==> config.mk <==
export PLATFORM = sky130hd
export DESIGN_NAME = stream_addr_route
export DESIGN_NICKNAME = d
export VERILOG_FILES = /design/src/rtl/stream_addr_route.sv
export SDC_FILE = /design/constraint.sdc
export NUM_CORES = 1
export LEC_CHECK = 0
export ABC_AREA = 0
export CAP_MARGIN = 25
export CORE_MARGIN = 2
export CORE_UTILIZATION = 50
export CTS_CLUSTER_DIAMETER = 100
export DETAILED_ROUTE_END_ITERATION = 10
export PLACE_DENSITY = 0.86
export SYNTH_ARGS = -nofsm -noshare
export SYNTH_HDL_FRONTEND = slang
export SYNTH_SLANG_ARGS = --single-unit
==> constraint.sdc <==
create_clock -name clk_i -period 4.9 [get_ports clk_i]
set_clock_uncertainty 0.05 [all_clocks]
set_input_delay 0.735 -clock clk_i [delete_from_list [all_inputs] [get_ports clk_i]]
set_output_delay 0.735 -clock clk_i [all_outputs]
set_load 0.02 [all_outputs]
==> src/rtl/stream_addr_route.sv <==
// rtl/stream_addr_route.sv - address-decoded 1-to-N stream router with 2-entry skid buffer
// Optional: define STREAM_ADDR_ROUTE_ERR_CNT_EN to build the saturating decode-error counter.
module stream_addr_route #(
  parameter int NoOutputs = 4,
  parameter int NoRules   = 4,
  parameter int AddrWidth = 32,
  parameter int DataWidth = 32,
  localparam int SelW     = $clog2(NoOutputs)
) (
  input  logic                              clk_i,
  input  logic                              rst_ni,
  input  logic [AddrWidth-1:0]              inp_addr_i,
  input  logic [DataWidth-1:0]              inp_data_i,
  input  logic                              inp_valid_i,
  output logic                              inp_ready_o,
  input  logic [NoRules-1:0][SelW-1:0]      rule_idx_i,
  input  logic [NoRules-1:0][AddrWidth-1:0] rule_start_i,
  input  logic [NoRules-1:0][AddrWidth-1:0] rule_end_i,
  input  logic                              default_en_i,
  input  logic [SelW-1:0]                   default_idx_i,
  output logic [AddrWidth-1:0]              oup_addr_o,
  output logic [DataWidth-1:0]              oup_data_o,
  output logic [NoOutputs-1:0]              oup_valid_o,
  input  logic [NoOutputs-1:0]              oup_ready_i,
  output logic [SelW-1:0]                   oup_sel_o,
  output logic                              err_o,
  output logic [AddrWidth-1:0]              err_addr_o,
  output logic [15:0]                       err_cnt_o
);

  // Output count widened by one bit so indices can be range-checked for any NoOutputs.
  localparam logic [SelW:0] NoOutW = (SelW + 1)'(NoOutputs);

  typedef struct packed {
    logic                 v;
    logic [AddrWidth-1:0] addr;
    logic [DataWidth-1:0] data;
    logic [SelW-1:0]      sel;
  } entry_t;

  entry_t          e0_q, e1_q, e0_n, e1_n, new_e;
  logic            ready_q;
  logic            err_q;
  logic [AddrWidth-1:0] err_addr_q;
  logic            hit;
  logic [SelW-1:0] hit_idx;
  logic            route_ok;
  logic [SelW-1:0] route_sel;
  logic            accept, push, pop, err_ev;

  // Address decode: highest-index valid rule wins, then the default route if usable.
  always_comb begin
    hit       = 1'b0;
    hit_idx   = '0;
    route_ok  = 1'b0;
    route_sel = '0;
    for (int r = 0; r < NoRules; r++) begin
      if ((rule_start_i[r] < rule_end_i[r]) &&
          (inp_addr_i >= rule_start_i[r]) &&
          (inp_addr_i < rule_end_i[r]) &&
          ({1'b0, rule_idx_i[r]} < NoOutW)) begin
        hit     = 1'b1;
        hit_idx = rule_idx_i[r];
      end
    end
    if (hit) begin
      route_ok  = 1'b1;
      route_sel = hit_idx;
    end else if (default_en_i && ({1'b0, default_idx_i} < NoOutW)) begin
      route_ok  = 1'b1;
      route_sel = default_idx_i;
    end
  end

  assign accept = inp_valid_i & ready_q;
  assign push   = accept & route_ok;
  assign err_ev = accept & ~route_ok;
  assign pop    = e0_q.v & oup_ready_i[e0_q.sel];

  // Skid buffer next state: e0 is the presented head, e1 only fills when the head stalls.
  always_comb begin
    new_e      = '0;
    new_e.v    = 1'b1;
    new_e.addr = inp_addr_i;
    new_e.data = inp_data_i;
    new_e.sel  = route_sel;
    e0_n       = e0_q;
    e1_n       = e1_q;
    if (pop) begin
      if (e1_q.v) begin
        e0_n   = e1_q;
        e1_n.v = 1'b0;
        if (push) e1_n = new_e;
      end else begin
        e0_n.v = 1'b0;
        if (push) e0_n = new_e;
      end
    end else if (push) begin
      if (!e0_q.v) e0_n = new_e;
      else         e1_n = new_e;
    end
  end

  // Buffer, registered ready and decode-error pulse/address state.
  always_ff @(posedge clk_i) begin
    if (!rst_ni) begin
      e0_q       <= '0;
      e1_q       <= '0;
      ready_q    <= 1'b0;
      err_q      <= 1'b0;
      err_addr_q <= '0;
    end else begin
      e0_q    <= e0_n;
      e1_q    <= e1_n;
      ready_q <= ~e1_n.v;
      err_q   <= err_ev;
      if (err_ev) err_addr_q <= inp_addr_i;
    end
  end

  // Only the selected output sees valid; all outputs share address and data.
  always_comb begin
    oup_valid_o = '0;
    if (e0_q.v) oup_valid_o[e0_q.sel] = 1'b1;
  end

  assign inp_ready_o = ready_q;
  assign oup_addr_o  = e0_q.addr;
  assign oup_data_o  = e0_q.data;
  assign oup_sel_o   = e0_q.sel;
  assign err_o       = err_q;
  assign err_addr_o  = err_addr_q;

`ifdef STREAM_ADDR_ROUTE_ERR_CNT_EN
  logic [15:0] err_cnt_q;

  // Saturating count of decode errors.
  always_ff @(posedge clk_i) begin
    if (!rst_ni) begin
      err_cnt_q <= '0;
    end else if (err_ev && (err_cnt_q != 16'hFFFF)) begin
      err_cnt_q <= err_cnt_q + 16'd1;
    end
  end

  assign err_cnt_o = err_cnt_q;
`else
  assign err_cnt_o = '0;
`endif

endmodule

==> metrics.csv <==
metric,value,unit
drt_pre_antenna_iters,5,
synth_cells,2067,
die_h,184,µm
nets,3171,
cts.clk_slew.worst_paths,0.07,ns
p_leak,0.00994,µW
post_cts_resized,0,
ys.flop_type,dfxtp_1,
fp.coreArea,0.0318,mm²
endpoint_kind,flip-flop,
grt_pass1_vias,17000,
hold_slack,0.406,ns
die_area,0.0339,mm²
setup_ws,0.338,ns
critPathMaxFanout,74,
final_common_cell,clkdlybuf4s50_1,
ys_seq_elements,168,
fmax,219,MHz
fin_area,0.0216,mm²
clk_path_buf_depth,2,
first_iter_violations,1215,
hold_path_class,flip-flop to flip-flop,
regToRegEndpoint,oup_addr_o[22]$_SDFFE_PN0P_,
whs_path_depth,2,
cp.arrival,4.87,ns
layout_common_cells,"clkdlybuf4s50_1, ha_1, inv_1, nand2_1, a21oi_1",
rsz0062_at_grt,no,
worstMarginPinSlew,0.984,ns
startpoint_type,input pin,
place_inst,2872,
postCtsHoldBufs,0,
grt-ovfl-total,0,
cts_tree,built,
vias,17100,
grt_antenna_before_repair,21,
post-cts-setup-buffer-count,0,
numCtsBuffers,17,
fill_cells,2559,
grt_max_degree,100,
hold_violations,0,
root_buffer,clkbuf_16,
start_util,0.511,
synth-edff-count,0,
status,"complete, no violations",
dp_hpwl,49200,µm
yosys.cell_types.count,62,
postRouteAntennaNets,0,
ys_async_sr_fraction,0,
via_per_inst,5.83,
fin_crit_sh,0.931,
seqCellArea,0.00336,mm²
fin_crit,4.56,ns
wl_per_cell,20.7,µm
required,5.21,ns
drive_gt1_frac,0.0462,
reg2reg_slack,1.93,ns
max_slew_margin,0.338,
syn_avg_cell_area,7.86,µm²
clkLatencyLatePin,0.44,ns
path_class,input pin to flip-flop,
wirelength,60600,µm
dieWidth,184,µm
grt_pass1_wl,92000,µm
min_from,e1_q[64]$_SDFFE_PN0P_,
drv_slew,0,
syn_to_final_growth,32.9,%
setup_viol,0,
synth-seq-area-share,0.207,
placed_cell_area,0.0209,mm²
multi_input_area,0.0110,mm²
grt_usage,0.353,
rows,65,
syn_area,0.0162,mm²
cts_sinks,168,
ys_warn_count,0,
max_cap_viol_count,0,
drcViolationCount,0,
pre_cts_ws,-0.0292,ns
io_pins,458,
r2r-start,oup_sel_o[0]$_SDFFE_PN0P_,
portBuffers,441,
r2r_cells,6,
peakVddDrop,0.000256,V
hold-path-endpoint,e1_q[64]$_SDFFE_PN0P_,
h-tree-depth,4,
power_density,208,mW/mm²
final_cells,2924,
gp_congestion,1.03,
[metal layers]
layer	part of all wire	vias up	wire length [µm]	GRT usage
met3	0.080	182	4830	0.0711
met1	0.40	8000	24000	0.405
li1	-	8052	-	-
met4	0.056	4	3380	0.190
met5	0.00040	-	24	0
met2	0.47	822	28300	0.614
[cell families (layout without fill, tap and decap cells)]
kind of cell	Yosys count	count (layout)	share of synthesized area
AO/OA/AOI/OAI	557	557	0.217
AND/OR/NAND/NOR	524	524	0.147
buffers and inverters	408	796	0.118
adder cells (fa/ha/maj)	376	376	0.290
flip-flops	168	168	0.207
multiplexers	33	33	0.0211
other	1	35	0.000231
[per-stage QoR]
stage                     power (µW)   util  setup TNS [ns]
after CTS                       4480  0.677               0
final                           4490  0.679               0
after floorplan                 2380      -               0
after global routing            4720  0.679               0
after detailed placement        3090  0.657          -0.198
after global placement          3040  0.657               0
[flip-flops by register name, summed over array words and instances (netlist names)]
register / cells
e1_q: 67
err_addr_o: 32
oup_addr_o: 32
oup_data_o: 32
oup_sel_o: 2
e0_q: 1
err_o: 1
inp_ready_o: 1
[Yosys cell counts (2+ instances only)]
master / n / area, µm²
buf_4: 91 / 683
dfxtp_1: 168 / 3360
o221ai_1: 3 / 26.3
a211o_1: 8 / 70.1
a21oi_1: 223 / 1120
o21ai_1: 5 / 25.0
a21o_1: 29 / 218
nand3_1: 35 / 175
or3_1: 2 / 12.5
a221oi_1: 33 / 289
buf_2: 24 / 120
nor2b_1: 37 / 231
nor3b_1: 2 / 15.0
mux2i_1: 32 / 320
and2_1: 4 / 25.0
nor2_1: 116 / 435
ha_1: 376 / 4700
a221o_1: 3 / 30.0
a2111oi_0: 4 / 35.0
a41oi_1: 3 / 26.3
inv_1: 259 / 972
and4_1: 7 / 61.3
o21ai_0: 94 / 470
a21boi_0: 4 / 30.0
or4_1: 6 / 45.0
nand2b_1: 9 / 56.3
o22ai_1: 3 / 18.8
a211oi_2: 7 / 87.6
clkbuf_1: 33 / 124
nand2_1: 226 / 848
a32oi_1: 2 / 17.5
o21a_1: 13 / 97.6
a22oi_1: 36 / 270
nand4_1: 43 / 269
a211oi_1: 46 / 345
o2111ai_1: 4 / 35.0
nor4_1: 10 / 62.6
and3_1: 8 / 50.1
o211ai_1: 11 / 82.6
nor3_1: 14 / 70.1
o31ai_1: 5 / 37.5
a31oi_1: 9 / 56.3
[critical path: stages]
cell and delay [ns]:
clkdlybuf4s50_1 0.45, inv_1 0.05, ha_1 0.31, a21oi_1 0.16, nand2_1 0.07, a22o_1 0.22, or4_1 0.42, or4_1 0.52
or4_1 0.66, a41o_4 0.36, a21oi_4 0.21, buf_12 0.30, o21ai_0 0.16, a21oi_1 0.19
[area by class of cell]
class / count / share of cell area
repair buffers: 505 / 0.231
inverters: 259 / 0.0452
flip-flops and latches: 168 / 0.156
clock buffers: 18 / 0.0204
diodes: 19 / 0.00220
well taps: 435 / 0.0252
multi-input cells: 1506 / 0.512
clock inverters: 14 / 0.00800
[how the worst max path moves through the flow]
stage | startpoint | end | slack [ns]
4_1_cts | rule_end_i[94] | oup_addr_o[26]$_SDFFE_PN0P_ | 0.40
3_5_place_dp | rule_end_i[94] | e1_q[20]$_SDFFE_PN0P_ | -0.03
6_report | rule_end_i[94] | oup_addr_o[26]$_SDFFE_PN0P_ | 0.34
2_1_floorplan | rule_end_i[94] | e1_q[27]$_SDFFE_PN0P_ | 0.78
3_3_place_gp | inp_addr_i[30] | e1_q[17]$_SDFFE_PN0P_ | 0.07
5_1_grt | rule_end_i[94] | oup_data_o[7]$_SDFFE_PN0P_ | 0.20
[where the power goes]
part           switching, µW  total [µW]  internal [µW]  leakage, µW
combinational            854        1620            770      0.00828
sequential              44.6        1470           1430      0.00137
clock                    684        1390            709     0.000293
total                   1580        4490           2910      0.00994
No activity file was read; power rests on OpenSTA's default activity.
